**config.mk**
```make
export PLATFORM = sky130hd
export DESIGN_NAME = spi_flash_responder
export DESIGN_NICKNAME = d
export VERILOG_FILES = /design/src/rtl/spi_flash_responder_pkg.sv /design/src/rtl/spi_flash_responder_sync.sv /design/src/rtl/spi_flash_responder.sv
export SDC_FILE = /design/constraint.sdc
export NUM_CORES = 1
export LEC_CHECK = 0
export CAP_MARGIN = 20
export CORE_ASPECT_RATIO = 0.8
export CORE_MARGIN = 4
export CORE_UTILIZATION = 48
export CTS_BUF_LIST = sky130_fd_sc_hd__clkbuf_16
export CTS_CLUSTER_SIZE = 28
export DETAILED_ROUTE_END_ITERATION = 10
export GPL_TIMING_DRIVEN = 0
export PLACE_DENSITY_LB_ADDON = 0.1
export SLEW_MARGIN = 20
export SYNTH_ARGS = -nofsm -noshare
export SYNTH_HDL_FRONTEND = slang
export SYNTH_SLANG_ARGS = --single-unit
export TNS_END_PERCENT = 50
```
**constraint.sdc**
```tcl
create_clock -name clk_i -period 2.2 [get_ports clk_i]
set_clock_uncertainty 0.15 [all_clocks]
set_input_delay 0.22 -clock clk_i [delete_from_list [all_inputs] [get_ports clk_i]]
set_output_delay 0.22 -clock clk_i [all_outputs]
set_load 0.005 [all_outputs]
```
**src/rtl/spi_flash_responder_pkg.sv**
```systemverilog
// Shared types and constants for the SPI flash responder.
package spi_flash_responder_pkg;

  typedef enum logic [2:0] {
    IDLE,
    CMD,
    ADDR,
    DUMMY,
    DATA,
    IGNORE
  } state_e;

  localparam logic [7:0] CmdRead     = 8'h03;
  localparam logic [7:0] CmdFastRead = 8'h0B;
  localparam int         AddrBits    = 24;
  localparam logic [7:0] FillByte    = 8'hFF;

endpackage

```
**src/rtl/spi_flash_responder_sync.sv**
```systemverilog
// Synchronizes the SPI pins into clk_i and derives one-cycle edge pulses.
module spi_flash_responder_sync #(
  parameter int SyncStages = 2
) (
  input  logic clk_i,
  input  logic rst_ni,
  input  logic sck_i,
  input  logic csb_i,
  input  logic sd_i,
  output logic sd_o,
  output logic sck_rise_o,
  output logic sck_fall_o,
  output logic csb_fall_o,
  output logic csb_rise_o
);

  logic [SyncStages-1:0] sck_q, csb_q, sd_q;
  logic                  sck_prev_q, csb_prev_q;

  // csb resets high so leaving reset never looks like a select.
  always_ff @(posedge clk_i or negedge rst_ni) begin
    if (!rst_ni) begin
      sck_q      <= '0;
      csb_q      <= '1;
      sd_q       <= '0;
      sck_prev_q <= 1'b0;
      csb_prev_q <= 1'b1;
    end else begin
      sck_q[0] <= sck_i;
      csb_q[0] <= csb_i;
      sd_q[0]  <= sd_i;
      for (int i = 1; i < SyncStages; i++) begin
        sck_q[i] <= sck_q[i-1];
        csb_q[i] <= csb_q[i-1];
        sd_q[i]  <= sd_q[i-1];
      end
      sck_prev_q <= sck_q[SyncStages-1];
      csb_prev_q <= csb_q[SyncStages-1];
    end
  end

  assign sd_o       = sd_q[SyncStages-1];
  assign sck_rise_o =  sck_q[SyncStages-1] & ~sck_prev_q;
  assign sck_fall_o = ~sck_q[SyncStages-1] &  sck_prev_q;
  assign csb_fall_o = ~csb_q[SyncStages-1] &  csb_prev_q;
  assign csb_rise_o =  csb_q[SyncStages-1] & ~csb_prev_q;

endmodule

```
**src/rtl/spi_flash_responder.sv**
```systemverilog
// Read-only SPI flash emulator: READ (0x03) streams bytes from a byte memory port.
// Define SPI_FLASH_RESP_FAST_READ_EN to also accept FAST_READ (0x0B) with 8 dummy clocks.
module spi_flash_responder
  import spi_flash_responder_pkg::*;
#(
  parameter int AddrWidth  = 16,
  parameter int SyncStages = 2
) (
  input  logic                 clk_i,
  input  logic                 rst_ni,
  input  logic                 spi_sck_i,
  input  logic                 spi_csb_i,
  input  logic                 spi_sd_i,
  output logic                 spi_sd_o,
  output logic                 spi_sd_en_o,
  output logic                 mem_req_o,
  output logic [AddrWidth-1:0] mem_addr_o,
  input  logic                 mem_rvalid_i,
  input  logic [7:0]           mem_rdata_i,
  output logic                 busy_o,
  output logic                 underrun_o
);

  localparam logic [AddrWidth-1:0] AddrOne = 1;

  logic sck_rise, sck_fall, csb_fall, csb_rise, sd_s;

  spi_flash_responder_sync #(.SyncStages(SyncStages)) u_sync (
    .clk_i      (clk_i),
    .rst_ni     (rst_ni),
    .sck_i      (spi_sck_i),
    .csb_i      (spi_csb_i),
    .sd_i       (spi_sd_i),
    .sd_o       (sd_s),
    .sck_rise_o (sck_rise),
    .sck_fall_o (sck_fall),
    .csb_fall_o (csb_fall),
    .csb_rise_o (csb_rise)
  );

  state_e               state_q;
  logic [4:0]           cnt_q;
  logic [2:0]           bit_q;
  logic [7:0]           cmd_q, shift_q, buf_q;
  logic [AddrWidth-1:0] addr_q, fetch_addr_q, mem_addr_q;
  logic                 buf_valid_q, pend_q, stale_q, need_q;
  logic                 mem_req_q, sd_q, sd_en_q, underrun_q;

  logic [7:0]           cmd_d, out_byte;
  logic [AddrWidth-1:0] addr_d;

  assign cmd_d    = {cmd_q[6:0], sd_s};
  assign addr_d   = {addr_q[AddrWidth-2:0], sd_s};
  assign out_byte = buf_valid_q ? buf_q : FillByte;

  always_ff @(posedge clk_i or negedge rst_ni) begin
    if (!rst_ni) begin
      state_q      <= IDLE;
      cnt_q        <= '0;
      bit_q        <= '0;
      cmd_q        <= '0;
      shift_q      <= '0;
      buf_q        <= '0;
      addr_q       <= '0;
      fetch_addr_q <= '0;
      mem_addr_q   <= '0;
      buf_valid_q  <= 1'b0;
      pend_q       <= 1'b0;
      stale_q      <= 1'b0;
      need_q       <= 1'b0;
      mem_req_q    <= 1'b0;
      sd_q         <= 1'b0;
      sd_en_q      <= 1'b0;
      underrun_q   <= 1'b0;
    end else begin
      mem_req_q <= 1'b0;
      if (mem_rvalid_i) begin
        pend_q  <= 1'b0;
        stale_q <= 1'b0;
      end
      if (csb_rise) begin
        // A read still in flight belongs to the aborted transaction; drop its data.
        state_q     <= IDLE;
        sd_q        <= 1'b0;
        sd_en_q     <= 1'b0;
        need_q      <= 1'b0;
        buf_valid_q <= 1'b0;
        stale_q     <= pend_q & ~mem_rvalid_i;
      end else begin
        case (state_q)
          IDLE: if (csb_fall) begin
            state_q    <= CMD;
            cnt_q      <= '0;
            underrun_q <= 1'b0;
          end
          CMD: if (sck_rise) begin
            cmd_q <= cmd_d;
            cnt_q <= cnt_q + 5'd1;
            if (cnt_q == 5'd7) begin
              cnt_q <= '0;
              if (cmd_d == CmdRead) state_q <= ADDR;
`ifdef SPI_FLASH_RESP_FAST_READ_EN
              else if (cmd_d == CmdFastRead) state_q <= ADDR;
`endif
              else state_q <= IGNORE;
            end
          end
          ADDR: if (sck_rise) begin
            addr_q <= addr_d;
            cnt_q  <= cnt_q + 5'd1;
            if (cnt_q == 5'(AddrBits - 1)) begin
              cnt_q <= '0;
              bit_q <= '0;
`ifdef SPI_FLASH_RESP_FAST_READ_EN
              state_q <= (cmd_q == CmdFastRead) ? DUMMY : DATA;
`else
              state_q <= DATA;
`endif
              if (!pend_q) begin
                mem_req_q    <= 1'b1;
                mem_addr_q   <= addr_d;
                fetch_addr_q <= addr_d + AddrOne;
                pend_q       <= 1'b1;
              end else begin
                need_q       <= 1'b1;
                fetch_addr_q <= addr_d;
              end
            end
          end
`ifdef SPI_FLASH_RESP_FAST_READ_EN
          DUMMY: if (sck_rise) begin
            cnt_q <= cnt_q + 5'd1;
            if (cnt_q == 5'd7) begin
              cnt_q   <= '0;
              state_q <= DATA;
            end
          end
`endif
          DATA: begin
            // One outstanding read and a one-entry buffer: fetch only into an empty slot.
            if (need_q && !pend_q && !buf_valid_q) begin
              mem_req_q    <= 1'b1;
              mem_addr_q   <= fetch_addr_q;
              fetch_addr_q <= fetch_addr_q + AddrOne;
              pend_q       <= 1'b1;
              need_q       <= 1'b0;
            end
            if (sck_fall) begin
              bit_q   <= bit_q + 3'd1;
              sd_en_q <= 1'b1;
              if (bit_q == 3'd0) begin
                sd_q        <= out_byte[7];
                shift_q     <= {out_byte[6:0], 1'b0};
                buf_valid_q <= 1'b0;
                need_q      <= 1'b1;
                if (!buf_valid_q) underrun_q <= 1'b1;
              end else begin
                sd_q    <= shift_q[7];
                shift_q <= {shift_q[6:0], 1'b0};
              end
            end
          end
          IGNORE: ;
          default: state_q <= IDLE;
        endcase
        if (mem_rvalid_i && !stale_q && (state_q == DATA || state_q == DUMMY)) begin
          buf_q       <= mem_rdata_i;
          buf_valid_q <= 1'b1;
        end
      end
    end
  end

  assign spi_sd_o    = sd_q;
  assign spi_sd_en_o = sd_en_q;
  assign mem_req_o   = mem_req_q;
  assign mem_addr_o  = mem_addr_q;
  assign busy_o      = (state_q != IDLE);
  assign underrun_o  = underrun_q;

endmodule
```
# ---- Word level (Yosys, flattened, before mapping)
# Cells that the tools add are included.
dict set report classes {
  addsub 4
  n_eq_ne 24
  mux 70
  bitwise 11
  reduce_logical 35
}
# op n
set ops {}
lappend ops {{16-bit two-way mux} 8}
lappend ops {{16-bit one-hot mux with 2 select lines} 2}
lappend ops {{1-bit two-way mux} 36}
lappend ops {{16-bit by 1-bit adder with 16-bit output (second input constant)} 2}
lappend ops {{3-bit two-way mux} 10}
lappend ops {{5-bit two-way mux} 5}
lappend ops {{2-bit inequality test (second input constant)} 9}
lappend ops {{3-bit inequality test (second input constant)} 6}
lappend ops {{6-bit AND reduction} 3}
lappend ops {{3-bit nonzero test} 6}
lappend ops {{8-bit two-way mux} 2}
lappend ops {{5-bit one-hot mux with 3 select lines} 1}
lappend ops {{5-bit AND reduction} 3}
lappend ops {{3-bit one-hot mux with 4 select lines} 1}
lappend ops {{3-bit AND reduction} 4}
lappend ops {{2-bit nonzero test} 5}
lappend ops {{8-bit by 2-bit equality test with 1-bit output (second input constant)} 1}
lappend ops {{1-bit one-hot mux with 2 select lines} 4}
lappend ops {{3-bit by 2-bit equality test with 1-bit output (second input constant)} 2}
lappend ops {{3-bit equality test (second input constant)} 2}
lappend ops {{3-bit logical NOT} 2}
lappend ops {{1-bit inverter} 6}
lappend ops {{3-bit one-hot mux with 2 select lines} 1}
lappend ops {{5-bit by 1-bit adder with 5-bit output (second input constant)} 1}
lappend ops {{12 further kinds} 22}
dict set report totals {
  register_bits 97
  inputBits 14
  output_inout_bits 21
  word_cells 166
}

# ---- Depth between registers and ports, before layout
dict set report logic_depth {
  word_depth 8
  mapped_depth 8
  depth_no_buf 7
}

# ---- Modules after synthesis
# A second synthesis with hierarchy kept.
dict set report hier_totals {
  cells_unflattened 485
  area_unflattened_um2 4839.6
}
# module n_inst cells_each area_each_um2 seq_area_each_um2
set by_module_without_submodules {}
lappend by_module_without_submodules {spi_flash_responder 1 473 4600.7 2202.1}
lappend by_module_without_submodules {spi_flash_responder_sync 1 12 239.0 203.9}

# ---- Worst setup path before layout
# No wires, ideal clock.
dict set report synth_timing {
  kind {register to register}
  startpoint {register u_sync.csb_q[1]}
  endpoint {register addr_q[10]}
  setup_time_ns 0.125
  t_arrival_ns 1.998
  required_time_ns 1.925
  setup_slack_ns -0.073
  path_stages_with_launch 7
  path_buffers 2
  synth_period_minus_slack_ns 2.273
  cell_sequence {dfstp_2 > ha_1 > clkbuf_1 > nor2_1 > nand2_1 > clkbuf_1 > mux2_2}
}
dict set report synth_via {
  elab_chain_len 3
}
# item line_no
set synth_rtl {}
lappend synth_rtl {{start: declaration} spi_flash_responder_sync.sv:17} ;# logic [SyncStages-1:0] sck_q, csb_q, sd_q;
lappend synth_rtl {{start signal: indexed assignment} spi_flash_responder_sync.sv:34} ;# csb_q[i] <= csb_q[i-1];
lappend synth_rtl {{1-bit AND} spi_flash_responder_sync.sv:46} ;# assign csb_rise_o = csb_q[SyncStages-1] & ~csb_prev_q;
lappend synth_rtl {{1-bit inverter (no line)} -}
lappend synth_rtl {{3-bit AND reduction (no line)} -}
lappend synth_rtl {{end signal: assignment} spi_flash_responder.sv:109} ;# addr_q <= addr_d;
lappend synth_rtl {{end: declaration} spi_flash_responder.sv:45} ;# logic [AddrWidth-1:0] addr_q, fetch_addr_q, mem_addr_q;
# No other way between the ends.
# A chain may end at the register's enable or synchronous reset.

# ---- Worst setup path in the final report
dict set report layout_timing {
  startpoint {register u_sync.sck_prev_q}
  endpoint {register state_q[2]}
}
dict set report layout_via {
  elab_chain_len 4
  word_cells_on_any_way 5
  cone_classes {2 x eq/ne; 2 x bitwise; 1 x reduce/logical}
}
# item line_no
set layout_rtl {}
lappend layout_rtl {{start: declaration} spi_flash_responder_sync.sv:18} ;# logic sck_prev_q, csb_prev_q;
lappend layout_rtl {{start signal: assignment} spi_flash_responder_sync.sv:37} ;# sck_prev_q <= sck_q[SyncStages-1];
lappend layout_rtl {{1-bit inverter *} spi_flash_responder_sync.sv:43} ;# assign sck_rise_o = sck_q[SyncStages-1] & ~sck_prev_q;
lappend layout_rtl {{1-bit AND *} spi_flash_responder_sync.sv:43}
lappend layout_rtl {{3-bit inequality test (no line)} -}
lappend layout_rtl {{6-bit AND reduction (no line) *} -}
lappend layout_rtl {{end signal: assignment} spi_flash_responder.sv:58} ;# state_q <= IDLE;
lappend layout_rtl {{end signal: assignment} spi_flash_responder.sv:83} ;# state_q <= IDLE;
lappend layout_rtl {{end signal: assignment} spi_flash_responder.sv:92} ;# state_q <= CMD;
lappend layout_rtl {{end: declaration} spi_flash_responder.sv:41} ;# state_e state_q;
# Every way passes the cells marked *; elsewhere a longest branch is shown, timed or not.

==> results.md <==
- I/O Pins: 35
- Sequential area share after synthesis: 50.0%
- Worst setup SP type: flip-flop
- Final Cycle Share: 98.3%
- Worst hold start: spi_csb_i
- Nets: 554
- Rel. slew slack: 62.1%
- Post-Layout Inst Area: 5870 um2
- Initial DRT Pass Iterations: 5
- Synth top area cells: dfrtp_1 (48%), mux2_2 (7.3%), o21ai_0 (6.8%), nand2_1 (4.4%), mux2i_1 (3.1%)
- DIE WIDTH: 120 um
- Synth unique cells: 57
- Top-count cell post-synth: dfrtp_1
- Number of synthesized register bits: 96
- Drt via density: 5.66
- Critical Path End Type: flip-flop
- Layout cells sized above 1: 18.2%
- Vias post-DR: 3813
- Final hold violations: 0
- Dpl cell area: 5350 um2
- ANT nets after route: 0
- Die extent in y: 97.6 um
- H-tree depth: 3
- Clk Latency, worst-skew pair: 0.34 ns
- Lkg Pwr: 2.56 nW
- Crit-path max FO: 7
- RePlAce Congestion: 0.905
- Post-Route Setup TNS: 0 ns
- Post-synth EDFFs: 0
- Netlist Area Pre-Place: 4810 um2
- Clk root buf: clkbuf_16
- WHS Endpoint: u_sync.csb_q[0]
- Cell family with most CP delay: simple AND/OR/NAND/NOR gates
- R2R depth: 5
- Synth-to-layout area growth: 21.9%
- Die Area: 11700 um2
- Worst Hold Class: in2reg
- Rows: 32
- Clock sink count: 96
- Gr ovfl total: 0
- Reg-to-reg endpoint: state_q[2]
- Gr usage total: 20.4%
- CTS tree: built
- Vias in the first global route: 3673
- Port Buffers: 34
- Post-synth top area cell: dfrtp_1
- Initial antenna violation count: 0
- Worst vdd ir: 0.748 mV
- ANT cells: 0
- RSZ-0062 raised after global routing: true
- Most used DFF post-synth: dfrtp_1
- Synth async-reset ratio: 100%
- Worst-Margin Slew: 0.568 ns
- WS Path Type: reg2reg
- Longest Clk Path Bufs: 2
- Worst setup margin: 0.0366 ns
- Non-Filler Instances: 674
- Num CTS Buffers: 9
- DR DRC count: 0
- R2r setup slk: 0.04 ns
- WP buf/inv: 0
- Dpl ws: -0.383 ns
- Average size of a mapped cell: 10.0 um2
- Filler Cells Inserted: 833
- Hold path depth: 1
- Wire length per cell: 17.0 um
- Final wirelength: 11.5 mm
- Post-route minimum period: 2.16 ns
- Crit-path slowest cell: or4_1
- First DRT Iteration DRCs: 308
- Core area: 9730 um2
- Max stage delay on crit path: 0.60 ns
- Power density cells: 1010 nW/um2
- Max Fclk: 462 MHz
- Starting Density: 49.5%
- Final slew viol count: 0
- Post-synth top cells: dfrtp_1 (93), o21ai_0 (65), nand2_1 (56), mux2_2 (31), a21oi_1 (26)
- Ys Warns: 0
- Worst Path Required: 2.28 ns
- Synth top area share: 48.3%
- Placed cells: 652
- Max_cap viols: 0
- Synth Net Count: 502
- Cells after Synth: 481
- CP Cell Sequence: nand2b_1 > or4_1 > a22oi_1 > o21ai_1 > mux2_2
- Setup-failing EPs final: 0
- Pin count of the biggest net entering global routing: 51
- Final HPWL DP: 8.00 mm
- Status: complete, no violations
- First-pass GRT wire length: 19.1 mm
- Clock transition at the registers of the reported paths: 0.06 ns
- Critical path data arrival time: 2.24 ns
- Crit Reg-Reg Startpoint: u_sync.sck_prev_q
==> metrics by stage <==
step	hold slack, ns	utilization (%)	power (W)
6_report	0.133	60.3	0.00593
5_1_grt	0.120	60.3	0.00632
4_1_cts	0.123	59.1	0.00587
3_5_place_dp	0.0352	55.0	0.00429
3_3_place_gp	0.185	54.7	0.00421
2_1_floorplan	-0.226	-	0.00364
==> area by class of cell <==
class | count | area [um2] | area share, %
Sequential cell | 96 | 2410 | 41.0
Tap cell | 136 | 170 | 2.90
Timing Repair Buffer | 43 | 432 | 7.36
Buffer | 25 | 166 | 2.84
Clock inverter | 7 | 63.8 | 1.09
Clock buffer | 9 | 225 | 3.84
Multi-Input combinational cell | 346 | 2360 | 40.2
Inverter | 12 | 45.0 | 0.768
==> state kept, by name (all words and copies together) (netlist names) <==
signal / cells
addr_q: 15
bit_q: 3
buf_q: 8
buf_valid_q: 1
cmd_q: 7
cnt_q: 5
fetch_addr_q: 16
mem_addr_o: 16
mem_req_o: 1
need_q: 1
pend_q: 1
shift_q: 7
spi_sd_en_o: 1
spi_sd_o: 1
stale_q: 1
state_q: 3
u_sync.csb_prev_q: 1
u_sync.csb_q: 2
u_sync.sck_prev_q: 1
u_sync.sck_q: 2
u_sync.sd_q: 2
underrun_o: 1
==> how the worst max path moves through the flow <==
stage / from / end / cells past startpoint
after floorplan: u_sync.csb_q[1] / addr_q[10] / 6
after global placement: rst_ni / fetch_addr_q[10] / 1
after detailed placement: u_sync.csb_q[1] / addr_q[8] / 6
after CTS: state_q[1] / fetch_addr_q[10] / 6
after global routing: state_q[0] / busy_o / 3
final: u_sync.sck_prev_q / state_q[2] / 5
==> worst reg2reg max path: cells and delay by family, from the launching register on <==
family,cells,cell delay [ns]
DFF,1,0.39
muxes,1,0.29
and+or+nand+nor,2,0.92
AOI/OAI and AO/OA,2,0.29
==> cell families after synthesis <==
kind of cell    count (synthesis)  share of synthesized area, %
compound gates                130                          15.9
mux                            46                          10.4
simple gates                  150                          16.2
xor+xnor                       13                          2.37
flops                          96                          50.0
buf+inv                        39                          3.38
fa+ha+maj                       7                          1.82
==> layout by cell type (no fill, tap or decap), types with 7 or more instances in the layout <==
| cell type | instances |
|---|---|
| a21oi_1 | 25 |
| buf_4 | 10 |
| clkbuf_1 | 7 |
| clkbuf_16 | 10 |
| clkbuf_2 | 7 |
| clkdlybuf4s50_1 | 33 |
| dfrtp_1 | 92 |
| inv_1 | 13 |
| mux2_2 | 31 |
| mux2i_1 | 12 |
| nand2_1 | 55 |
| nand3_1 | 8 |
| nand3b_1 | 11 |
| nand4_1 | 7 |
| nor2_1 | 22 |
| nor3_1 | 8 |
| o21ai_0 | 63 |
| xor2_1 | 10 |
==> report_power, final <==
part	total (W)	leakage [nW]	internal [W]	switching, W
Combinational	0.00182	1.17	0.000848	0.000972
Clock	0.00153	0.134	0.000869	0.000661
Sequential	0.00258	1.25	0.00222	0.000357
==> metal layers <==
layer,global-route usage [%],share of wire (%),vias up
met5,0,0,-
li1,-,-,1836
met3,4.31,5.8,11
met4,5.37,1.2,0
met2,29.3,44,123
met1,31.1,49,1843
==> what timing repair did <==
item | in CTS | in global routing
buffers inserted | 1 | 6
hold buffers | 1 | 0
gates resized for setup | 25 | 32
hold endpoints to repair | 44 | 0
setup endpoints to repair | 70 | 61
pin swaps | 1 | 4
Power figures use the tool's default switching activity.
